--- src/rtl/spi_frame_rx_if.sv ---
// Purpose : bundles the SPI receive pins and the per-channel RAM write port of spi_frame_rx.
// Latency : none; this is wiring only.
// Backpressure: none; the RAM side must accept every write strobe it is given.
// Ports   : spi_cs_n_in/spi_mosi_in (SPI side), wr_en_out/wr_addr_out/wr_data_out (RAM write),
//           busy_out/frame_err_out (status). The slave modport is the receiver's view.
interface spi_frame_rx_if #(
  parameter int DATA_WIDTH = 8,
  parameter int ADDR_WIDTH = 8,
  parameter int NUM_CH     = 4
);
  logic                  spi_cs_n_in;
  logic                  spi_mosi_in;
  logic [NUM_CH-1:0]     wr_en_out;
  logic [ADDR_WIDTH-1:0] wr_addr_out;
  logic [DATA_WIDTH-1:0] wr_data_out;
  logic                  busy_out;
  logic                  frame_err_out;

  modport slave (
    input  spi_cs_n_in, spi_mosi_in,
    output wr_en_out, wr_addr_out, wr_data_out, busy_out, frame_err_out
  );

  modport master (
    output spi_cs_n_in, spi_mosi_in,
    input  wr_en_out, wr_addr_out, wr_data_out, busy_out, frame_err_out
  );
endinterface

--- src/rtl/spi_frame_rx.sv ---
// Purpose : SPI mode-0 receive slave; first word of a frame is a command, later words write a channel RAM.
// Latency : write strobe asserts on the sclk rising edge that captures the last bit of a data word.
// Backpressure: none; strobes last one sclk period and the RAM samples them on the falling edge.
// Ports   : spi_sclk_in (clock), rst_n_in (async active-low reset), bus (spi_frame_rx_if.slave):
//           SPI cs/mosi in, one-hot wr_en/wr_addr/wr_data out, busy and frame error status out.
module spi_frame_rx #(
  parameter int DATA_WIDTH = 8,
  parameter int ADDR_WIDTH = 8,
  parameter int DEPTH      = 256,
  parameter int NUM_CH     = 4,
  parameter bit MSB_FIRST  = 1'b1
) (
  input  logic           spi_sclk_in,
  input  logic           rst_n_in,
  spi_frame_rx_if.slave  bus
);

  localparam int CW = (NUM_CH > 1) ? $clog2(NUM_CH) : 1;
  localparam int BW = $clog2(DATA_WIDTH);

  typedef enum logic [1:0] {
    S_CMD    = 2'd0,
    S_ADDR   = 2'd1,
    S_DATA   = 2'd2,
    S_IGNORE = 2'd3
  } state_t;

  // Frame-scoped state is cleared both by reset and by cs going high, so the
  // two are merged into a single asynchronous clear.
  logic abort_n;
  assign abort_n = rst_n_in & ~bus.spi_cs_n_in;

  state_t                state_q, state_d;
  logic [BW-1:0]         bit_cnt_q;
  logic [DATA_WIDTH-1:0] shift_q;
  logic [DATA_WIDTH-1:0] word;
  logic [ADDR_WIDTH-1:0] addr_q, addr_d;
  logic [CW-1:0]         ch_q, ch_d;
  logic [NUM_CH-1:0]     wr_en_q, wr_en_d;
  logic [ADDR_WIDTH-1:0] wr_addr_q;
  logic [DATA_WIDTH-1:0] wr_data_q;
  logic                  busy_q;
  logic                  err_q, err_d;
  logic                  word_done;
  logic                  strobe;
  logic                  ch_ok;
  logic                  addr_ok;
  logic                  addr_last;

  // The word seen on the completing edge already contains the bit being sampled.
  generate
    if (MSB_FIRST) begin : g_msb
      assign word = {shift_q[DATA_WIDTH-2:0], bus.spi_mosi_in};
    end else begin : g_lsb
      assign word = {bus.spi_mosi_in, shift_q[DATA_WIDTH-1:1]};
    end
  endgenerate

  assign word_done = ~bus.spi_cs_n_in && (bit_cnt_q == BW'(DATA_WIDTH - 1));
  assign ch_ok     = 32'(word[CW-1:0]) < 32'(NUM_CH);
  assign addr_ok   = 32'(word[ADDR_WIDTH-1:0]) < 32'(DEPTH);
  assign addr_last = (addr_q == ADDR_WIDTH'(DEPTH - 1));

  always_comb begin
    state_d = state_q;
    addr_d  = addr_q;
    ch_d    = ch_q;
    err_d   = err_q;
    strobe  = 1'b0;
    if (word_done) begin
      case (state_q)
        S_CMD: begin
          ch_d = word[CW-1:0];
          if (!word[DATA_WIDTH-1]) begin
            // opcodes 00/01 are not ours; the error flag keeps its last value
            state_d = S_IGNORE;
          end else if (!ch_ok) begin
            err_d   = 1'b1;
            state_d = S_IGNORE;
          end else begin
            err_d = 1'b0;
            if (word[DATA_WIDTH-2]) begin
              state_d = S_ADDR;
            end else begin
              addr_d  = '0;
              state_d = S_DATA;
            end
          end
        end
        S_ADDR: begin
          if (addr_ok) begin
            addr_d  = word[ADDR_WIDTH-1:0];
            state_d = S_DATA;
          end else begin
            err_d   = 1'b1;
            state_d = S_IGNORE;
          end
        end
        S_DATA: begin
          strobe = 1'b1;
          addr_d = addr_last ? '0 : addr_q + ADDR_WIDTH'(1);
        end
        default: ;
      endcase
    end
    wr_en_d = strobe ? (NUM_CH'(1) << ch_q) : '0;
  end

  always_ff @(posedge spi_sclk_in or negedge abort_n) begin
    if (!abort_n) begin
      state_q   <= S_CMD;
      bit_cnt_q <= '0;
      wr_en_q   <= '0;
      busy_q    <= 1'b0;
    end else begin
      state_q   <= state_d;
      bit_cnt_q <= word_done ? '0 : bit_cnt_q + BW'(1);
      wr_en_q   <= wr_en_d;
      busy_q    <= (state_d == S_ADDR) || (state_d == S_DATA);
    end
  end

  // Values that must survive cs going high (write port, error flag) or that are
  // harmlessly stale across frames (shift register, address, channel).
  always_ff @(posedge spi_sclk_in or negedge rst_n_in) begin
    if (!rst_n_in) begin
      shift_q   <= '0;
      addr_q    <= '0;
      ch_q      <= '0;
      err_q     <= 1'b0;
      wr_addr_q <= '0;
      wr_data_q <= '0;
    end else if (!bus.spi_cs_n_in) begin
      shift_q <= word;
      addr_q  <= addr_d;
      ch_q    <= ch_d;
      err_q   <= err_d;
      if (strobe) begin
        wr_addr_q <= addr_q;
        wr_data_q <= word;
      end
    end
  end

  assign bus.wr_en_out     = wr_en_q;
  assign bus.wr_addr_out   = wr_addr_q;
  assign bus.wr_data_out   = wr_data_q;
  assign bus.busy_out      = busy_q;
  assign bus.frame_err_out = err_q;

endmodule

--- src/flat_wrapper.sv ---
// flat-port wrapper written by rule: the top's interface ports become plain ports
module spi_frame_rx_flat 
#(
  parameter int DATA_WIDTH = 8,
  parameter int ADDR_WIDTH = 8,
  parameter int DEPTH      = 256,
  parameter int NUM_CH     = 4,
  parameter bit MSB_FIRST  = 1'b1
)
  (spi_sclk_in, rst_n_in, bus_spi_cs_n_in, bus_spi_mosi_in, bus_wr_en_out, bus_wr_addr_out, bus_wr_data_out, bus_busy_out, bus_frame_err_out);
  spi_frame_rx_if #(.DATA_WIDTH(DATA_WIDTH), .ADDR_WIDTH(ADDR_WIDTH), .NUM_CH(NUM_CH)) bus_i ();
  input  logic spi_sclk_in;
  input  logic rst_n_in;
  input wire logic [$bits(bus_i.spi_cs_n_in)-1:0] bus_spi_cs_n_in;
  input wire logic [$bits(bus_i.spi_mosi_in)-1:0] bus_spi_mosi_in;
  output wire logic [$bits(bus_i.wr_en_out)-1:0] bus_wr_en_out;
  output wire logic [$bits(bus_i.wr_addr_out)-1:0] bus_wr_addr_out;
  output wire logic [$bits(bus_i.wr_data_out)-1:0] bus_wr_data_out;
  output wire logic [$bits(bus_i.busy_out)-1:0] bus_busy_out;
  output wire logic [$bits(bus_i.frame_err_out)-1:0] bus_frame_err_out;
  assign bus_i.spi_cs_n_in = bus_spi_cs_n_in;
  assign bus_i.spi_mosi_in = bus_spi_mosi_in;
  assign bus_wr_en_out = bus_i.wr_en_out;
  assign bus_wr_addr_out = bus_i.wr_addr_out;
  assign bus_wr_data_out = bus_i.wr_data_out;
  assign bus_busy_out = bus_i.busy_out;
  assign bus_frame_err_out = bus_i.frame_err_out;
  spi_frame_rx #(.DATA_WIDTH(DATA_WIDTH), .ADDR_WIDTH(ADDR_WIDTH), .DEPTH(DEPTH), .NUM_CH(NUM_CH), .MSB_FIRST(MSB_FIRST)) u_core (.spi_sclk_in(spi_sclk_in), .rst_n_in(rst_n_in), .bus(bus_i));
endmodule
--- config.mk ---
export PLATFORM = sky130hd
export DESIGN_NAME = spi_frame_rx_flat
export DESIGN_NICKNAME = d
export VERILOG_FILES = /design/src/rtl/spi_frame_rx_if.sv /design/src/rtl/spi_frame_rx.sv /design/src/flat_wrapper.sv
export SDC_FILE = /design/constraint.sdc
export NUM_CORES = 1
export LEC_CHECK = 0
export ABC_AREA = 1
export ABC_CLOCK_PERIOD_IN_PS = 2180
export CORE_UTILIZATION = 42
export DETAILED_ROUTE_END_ITERATION = 12
export GPL_TIMING_DRIVEN = 0
export SLEW_MARGIN = 0
export SYNTH_ARGS = -nofsm -noshare
export SYNTH_HDL_FRONTEND = slang
export SYNTH_SLANG_ARGS = --single-unit
--- constraint.sdc ---
create_clock -name spi_sclk_in -period 2.18 [get_ports spi_sclk_in]
set_clock_uncertainty 0.15 [all_clocks]
set_input_delay 0.436 -clock spi_sclk_in [delete_from_list [all_inputs] [get_ports spi_sclk_in]]
set_output_delay 0.436 -clock spi_sclk_in [all_outputs]
set_load 0.05 [all_outputs]
=== Word level (Yosys, flattened, before mapping) ===
Cells that the tools add are included.

* Input bits: 4
* Logic and storage cells: 41
* Output and inout port bits: 22
* Register bits after elaboration: 43

* Muxes and demuxes: 12
* Equal/unequal tests: 8
* Shift-type cells: 1
* Add/sub/neg operators: 2
* Reduce and logical (&&, ||, !) cells: 7
* Bitwise logic cells: 2

{| class="wikitable"
|+ Operators by type and width
! kind !! count
|-
| $mux 8 || 3
|-
| $pmux 8 s3 || 1
|-
| $add 8x1->8 const B || 1
|-
| $eq 8x8->1 const B || 1
|-
| $mux 2 || 3
|-
| $reduce_and 5->1 || 1
|-
| $eq 2x1->1 const B || 2
|-
| $eq 2x2->1 const B || 2
|-
| $mux 4 || 1
|-
| $pmux 2 s2 || 1
|-
| $shl 1x2->4 const A || 1
|-
| $add 3x1->3 const B || 1
|-
| $eq 3x3->1 const B || 1
|-
| $mux 3 || 1
|-
| $reduce_and 3->1 || 1
|-
| $reduce_bool 3->1 || 1
|-
| $logic_not 2->1 || 1
|-
| $mux 1 || 2
|-
| $ne 2x1->1 const B || 1
|-
| $ne 2x2->1 const B || 1
|-
| $reduce_and 2->1 || 1
|-
| $and 1x1->1 || 1
|-
| $logic_and 1x1->1 || 1
|-
| $logic_or 1x1->1 || 1
|-
| $not 1->1 || 1
|}

=== Logic depth before layout (Yosys ltp) ===
Gate-level depths: netlist of run 1.

* Depth in word-level cells: 6
* Depth in mapped cells: 11
* Gate-level depth less buffers: 11

=== Worst setup path after synthesis of run 1 ===
Ideal clock, no wire load.

* Kind: register -> register
* Start: reg u_core.bit_cnt_q[0]
* End: reg u_core.wr_addr_q[1], in the netlist u_core.bus.wr_addr_out[1]
* Stages on the path, launching flop included: 7
* Library setup time: 0.125 ns
* Arrival: 1.296 ns
* Setup slack: 0.609 ns
* Period minus slack after synthesis: 1.571 ns
* Data required time: 1.905 ns
* Buffers on the path: 0
* Path through: dfrtp_1 ha_1 ha_1 nand2_4 inv_6 nand2_4 mux2_2

* Longest elaborated chain between the ends: 4

{| class="wikitable"
|+ Ends and longest elaborated chain
! element !! line !! RTL
|-
| start: declaration || spi_frame_rx.sv:34 || <nowiki>logic [BW-1:0] bit_cnt_q;</nowiki>
|-
| start signal: assignment || spi_frame_rx.sv:117 || <nowiki>bit_cnt_q <= word_done ? '0 : bit_cnt_q + BW'(1);</nowiki>
|-
| $eq 3x3->1 || spi_frame_rx.sv:59 || <nowiki>assign word_done = ~bus.spi_cs_n_in && (bit_cnt_q == BW'(DATA_WIDTH - 1));</nowiki>
|-
| $logic_and 1x1->1 || spi_frame_rx.sv:59 ||
|-
| $mux 1 || spi_frame_rx.sv:70 || <nowiki>if (word_done) begin</nowiki>
|-
| $reduce_and 2->1 (no line) || - ||
|-
| end signal: assignment || spi_frame_rx.sv:139 || <nowiki>wr_addr_q <= addr_q;</nowiki>
|-
| end: declaration || spi_frame_rx.sv:40 || <nowiki>logic [ADDR_WIDTH-1:0] wr_addr_q;</nowiki>
|}

No other way between the ends.
A chain may end at the register's enable or synchronous reset.

=== Worst setup path in the final report of run 1 ===
* Start: reg u_core.wr_addr_q[7], in the netlist u_core.bus.wr_addr_out[7]
* End: out bus_wr_addr_out[7]

{| class="wikitable"
|+ RTL lines
! element !! line !! RTL
|-
| end: declaration || flat_wrapper.sv:17 || <nowiki>output wire logic [$bits(bus_i.wr_addr_out)-1:0] bus_wr_addr_out;</nowiki>
|}

No word-level cell between the ends.

==> results of run 1 <==
## power by group through the flow
stage                     registers, uW  logic (uW)  clock network (uW)
after detailed placement           1070         803                   0
after global placement             1070         795                   0
after global routing               1080         873                 669
after floorplan                    1270         356                   0
final                              1060         799                 617
after CTS                          1060         806                 635
## cell usage in the layout, fill, tap and decap left out, types with 4 or more instances in the layout
master | netlist | layout
ha_1 | 7 | 7
nand2_1 | 72 | 72
dfrtp_1 | 43 | 43
nor3_1 | 4 | 4
nand3_1 | 5 | 5
o21ai_0 | 26 | 26
inv_1 | 27 | 27
nand2_4 | 4 | 4
nor2_1 | 12 | 12
clkbuf_8 | 0 | 5
clkdlybuf4s50_1 | 0 | 23
## Yosys cell counts (3+ instances only)
cell type / instances / share of area [%]
ha_1: 7 / 4.4
dfrtp_1: 43 / 54
nor3_1: 4 / 1.0
o21ai_0: 26 / 6.5
inv_1: 27 / 5.1
nand2_4: 4 / 2.3
nor2_1: 12 / 2.3
o22ai_1: 3 / 0.94
nand3_1: 5 / 1.3
nand2_1: 72 / 14
buf_4: 3 / 1.1
o21ai_1: 3 / 0.75
## cells by family after synthesis
family	after synthesis	synth area share [%]
AO/OA/AOI/OAI	37	9.92
AND/OR/NAND/NOR	100	22.0
adder cells (fa/ha/maj)	7	4.40
multiplexers	2	1.13
flip-flops	43	54.0
other	1	0.188
buffers and inverters	37	7.91
XOR/XNOR	1	0.440
## per-layer routing
metal  vias up  routed length, um  share of wire, %  global-route usage, %
li1        771                  -                 -                      -
met1       667               2050                52                   24.8
met4         0                 40               1.0                   6.00
met2        26               1730                44                   28.3
met5         -                  0                 0                      0
met3         4                105               2.7                   3.99
## path summary, 6_finish.rpt
check,from,to,slack [ps],depth (start not counted)
min,rst_n_in,u_core.bus.wr_data_out[2],50,1
max,u_core.bus.wr_addr_out[7],bus_wr_addr_out[7],140,1
min in group spi_sclk_in,u_core.bit_cnt_q[0],u_core.bit_cnt_q[0],280,1
max in group asynchronous,bus_spi_cs_n_in,u_core.state_q[1],480,3
min reg2reg,u_core.bit_cnt_q[0],u_core.bit_cnt_q[0],280,1
max reg2reg,u_core.state_q[1],u_core.bus.busy_out,520,10
## per-stage QoR
stage / hold slack (ps) / setup WS [ps] / area [um2]
finish: 48.3 / 136 / 2400
global route: 109 / 84.2 / 2400
CTS: 68.7 / 116 / 2400
detailed placement: 280 / 47.8 / 2290
global placement: 275 / -751 / 2300
floorplan: -9.59 / 609 / 1990
## sequential cells by signal, summed over array words and instances (netlist names)
name	flops
u_core.ch_q	2
u_core.bus.wr_en_out	4
u_core.shift_q	7
u_core.addr_q	8
u_core.bus.busy_out	1
u_core.state_q	2
u_core.bit_cnt_q	3
u_core.bus.wr_addr_out	8
u_core.bus.wr_data_out	8
## area by class of cell
cell class | instances | share of cell area [%]
flip-flops and latches | 43 | 44.7
multi-input cells | 148 | 31.5
repair buffers | 24 | 9.78
inverters | 31 | 5.05
clock buffers | 5 | 2.86
well taps | 52 | 2.71
clock inverters | 3 | 1.82
plain buffers | 6 | 1.51
==> flow_metrics.env, run 1 <==
export IMPL_slowest_stage="clkdlybuf4s50_1"
export IMPL_ys_seq_elements=43
export IMPL_max_stage_delay_ps=800
export IMPL_port_buffers=24
export IMPL_critPathArrivalTime_ps=1460
export IMPL_dpl_hpwl_um=2830
export IMPL_n_antenna_cell=0
export IMPL_vias=1468
export IMPL_grtUsageTotal_pct=18.0
export IMPL_ys_seq_area_share_pct=54.0
export IMPL_final_fill_count=421
export IMPL_grt_antenna_before_repair=0
export IMPL_start_util_pct=44.8
export IMPL_crit_buf_inv=1
export IMPL_hold_violations=0
export IMPL_power_frac_clock_pct=24.9
export IMPL_rsz0062_at_grt="no"
export IMPL_clock_latency_ps=290
export IMPL_grt_max_degree=35
export IMPL_yosys_warnings=0
export IMPL_violations="design-rule violations"
export IMPL_yosysUniqueCellTypes=26
export IMPL_place_congestion=0.877
export IMPL_layout_area_seq_um2=1080
export IMPL_maxCapViolCount=0
export IMPL_tritoncts="built"
export IMPL_dr_pass1_iters=8
export IMPL_setup_viol=0
export IMPL_synth_enable_flop_cells=0
export IMPL_layout_drive_gt1_share_pct=10.4
export IMPL_htree_levels=2
export IMPL_timing_final_max_slew_violations=0
export IMPL_synthArstFlopShare_pct=100
export IMPL_cts_buffers=5
export IMPL_die_area_um2=5020
export IMPL_power_uw=2470
export IMPL_area_growth_pct=20.7
export IMPL_hold_path_class="primary input to async pin"
export IMPL_post_cts_resized=0
export IMPL_worstPathCellList="clkdlybuf4s50_1"
export IMPL_worst_pin_slew_ps=760
export IMPL_final_util_pct=54.1
export IMPL_multiInputGateArea_um2=758
export IMPL_endpoint_kind="primary output"
export IMPL_finalCriticalPeriod_ps=2040
export IMPL_power_internal_uw=1540
export IMPL_clkSinkCount=43
export IMPL_grt_pass1_vias=1413
export IMPL_setup_tns_ps=0
export IMPL_fin_crit_sh_pct=93.8
export IMPL_vdd_ir_drop_max_v=0.000381
export IMPL_syn_inst=228
export IMPL_cts_clk_slew_worst_paths_ps=80
export IMPL_io_pins=26
export IMPL_max_slew_margin_pct=49.2
export IMPL_stdcell_count=312
export IMPL_viasPerCell=4.71
export IMPL_synth_flop_cell="dfrtp_1"
export IMPL_placed_cells=304
export IMPL_postSynthAreaPerCell_um2=8.74
export IMPL_die_height_um=70.9
export IMPL_critPathKind="flip-flop to primary output"
export IMPL_switching_share_pct=37.8
export IMPL_power_net_switching_uw=936
export IMPL_hold_buffers=0
export IMPL_grt_overflow=0
export IMPL_crit_family="buffers and inverters"
export IMPL_startpoint_type="flip-flop"
export IMPL_antenna_left=0
export IMPL_synth_nets=239
export IMPL_cp_required_ps=1590
export IMPL_p_comb_share_pct=32.3
export IMPL_fin_nets=270
export IMPL_outcome="complete, but fails checks"
export IMPL_core_area_um2=4440
export IMPL_rows=24
export IMPL_p_leak_uw=0.00121
export IMPL_dieWidth_um=70.9
export IMPL_cts_setup_buffers=0
export IMPL_cellPowerDensity_nw_per_um2=1030
export IMPL_drt_total_wl_um=3920
export IMPL_root_buffer="clkbuf_8"
export IMPL_synth_cell_area_um2=1990
export IMPL_clockBufferDepth=2
export IMPL_drtIter0Drc=98
export IMPL_max_freq_mhz=489
export IMPL_path_max_fanout=2
export IMPL_grt_pass1_wl_um=6790
export IMPL_seqPwrFrac_pct=42.8
export IMPL_wire_per_inst_um=12.6
export IMPL_drc_errors=4
(Power assumes the default switching activity.)
==> run 2: changes to the inputs <==
--- a/config.mk
+++ b/config.mk
@@ -10,7 +10,7 @@
 export CORE_UTILIZATION = 42
 export DETAILED_ROUTE_END_ITERATION = 12
 export GPL_TIMING_DRIVEN = 0
-export SLEW_MARGIN = 0
+export SLEW_MARGIN = 20
 export SYNTH_ARGS = -nofsm -noshare
 export SYNTH_HDL_FRONTEND = slang
 export SYNTH_SLANG_ARGS = --single-unit
==> run 2 against run 1 <==
Net effect:
- routed wire length is 1.0% higher
- critical path depth stayed put
- critical endpoint is now bus_wr_data_out[7]
- non-clock buffer count is 2 higher
- hold slack better by 250 ps
- largest power group unchanged
- the run now ends clean
==> flow_metrics.env, run 2 (synthesis gave the netlist of run 1 again) <==
export IMPL_port_buffers=24
export IMPL_crit_buf_inv=1
export IMPL_root_buffer="clkbuf_8"
export IMPL_tritoncts="built"
export IMPL_rr_startpoint="u_core.bit_cnt_q[0]"
export IMPL_path_max_fanout=2
export IMPL_setup_ws_ps=126
export IMPL_final_area_um2=2440
export IMPL_rrSetupSlack_ps=500
export IMPL_n_antenna_cell=0
export IMPL_hold_violations=0
export IMPL_cp_required_ps=1590
export IMPL_critPathArrivalTime_ps=1470
export IMPL_final_common_cell="nand2_1"
export IMPL_drc_errors=0
export IMPL_dr_pass1_iters=6
export IMPL_startpoint_type="flip-flop"
export IMPL_outcome="complete, no violations"
export IMPL_fin_nets=272
export IMPL_power_uw=2480
export IMPL_dieWidth_um=70.9
export IMPL_grt_antenna_before_repair=0
export IMPL_rsz0062_at_grt="no"
export IMPL_finalCriticalPeriod_ps=2050
export IMPL_vias=1484
export IMPL_hold_path_class="flip-flop to flip-flop"
export IMPL_die_height_um=70.9
export IMPL_crit_family="buffers and inverters"
export IMPL_htree_levels=2
export IMPL_hp_start="u_core.bit_cnt_q[0]"
export IMPL_wire_per_inst_um=12.6
export IMPL_slowest_stage="clkdlybuf4s50_1"
export IMPL_grtUsageTotal_pct=18.1
export IMPL_endpoint_kind="primary output"
export IMPL_grt_max_degree=22
export IMPL_core_area_um2=4440
export IMPL_worstPathCellList="clkdlybuf4s50_1"
export IMPL_p_leak_uw=0.00122
export IMPL_max_freq_mhz=487
export IMPL_maxCapViolCount=0
export IMPL_worst_pin_slew_ps=765
export IMPL_timing_final_max_slew_violations=0
export IMPL_final_fill_count=420
export IMPL_clkSinkCount=43
export IMPL_max_stage_delay_ps=810
export IMPL_dpl_hpwl_um=2940
export IMPL_grt_pass1_vias=1411
export IMPL_place_ws_ps=37.9
export IMPL_viasPerCell=4.73
export IMPL_antenna_left=0
export IMPL_layout_common_cells="72 x nand2_1, 43 x dfrtp_1, 27 x inv_1"
export IMPL_vdd_ir_drop_max_v=0.000362
export IMPL_die_area_um2=5020
export IMPL_critPathKind="flip-flop to primary output"
export IMPL_cellPowerDensity_nw_per_um2=1020
export IMPL_cts_setup_buffers=0
export IMPL_drt_total_wl_um=3960
export IMPL_io_pins=26
export IMPL_drtIter0Drc=91
export IMPL_fin_crit_sh_pct=94.2
export IMPL_setup_viol=0
export IMPL_grt_pass1_wl_um=6850
export IMPL_area_growth_pct=22.6
export IMPL_place_congestion=0.877
export IMPL_wl_met2_um=1790
export IMPL_top_layer="met4"
export IMPL_cp_startpoint="u_core.bus.wr_data_out[7]"
export IMPL_grt_overflow=0
export IMPL_placed_area_um2=2320
export IMPL_max_slew_margin_pct=48.8
export IMPL_cts_buffers=5
export IMPL_clockBufferDepth=2
export IMPL_rows=24
export IMPL_m1WireLength_um=1960
export IMPL_setup_tns_ps=0
export IMPL_clock_latency_ps=300
export IMPL_met3_length_um=147
export IMPL_cts_clk_slew_worst_paths_ps=80
export IMPL_start_util_pct=44.8
export IMPL_layout_drive_gt1_share_pct=10.7
## run 2: path summary, 6_finish.rpt
check,endpoint,cells past startpoint
max reg2reg,u_core.bus.wr_addr_out[1],6
min,u_core.bit_cnt_q[0],1
max in group asynchronous,u_core.state_q[0],4
min reg2reg,u_core.bit_cnt_q[0],1
min in group asynchronous,u_core.shift_q[3],2
max,bus_wr_data_out[7],1
## run 2: final cells by class
class | count | area, um2 | area share (%)
inverters | 31 | 121 | 4.97
repair buffers | 26 | 273 | 11.2
clock inverters | 3 | 43.8 | 1.79
flip-flops and latches | 43 | 1080 | 44.1
well taps | 52 | 65.1 | 2.66
plain buffers | 6 | 36.3 | 1.49
multi-input cells | 148 | 758 | 31.0
clock buffers | 5 | 68.8 | 2.82
## run 2: power by group
part           internal, uW  switching, uW  total [uW]
clock                   341            277         618
sequential              937            120        1060
combinational           267            539         806
total                  1540            936        2480
## run 2: stage by stage
stage,util [%],hold WS [ps],std cells
6_report,55.0,295,314
4_1_cts,55.0,295,314
2_1_floorplan,-,-9.59,228
3_3_place_gp,51.7,275,304
3_5_place_dp,52.2,215,305
5_1_grt,55.0,314,314
## run 2: what timing repair did
item	CTS	global route
endpoints found under the hold margin	12	0
resized for setup	0	0
hold buffers	1	0
## run 2: layer usage
metal / vias to the layer above / GRT usage [%]
met1: 674 / 24.2
met2: 29 / 29.2
met5: - / 0
met4: 0 / 6.00
met3: 7 / 4.27
li1: 774 / -
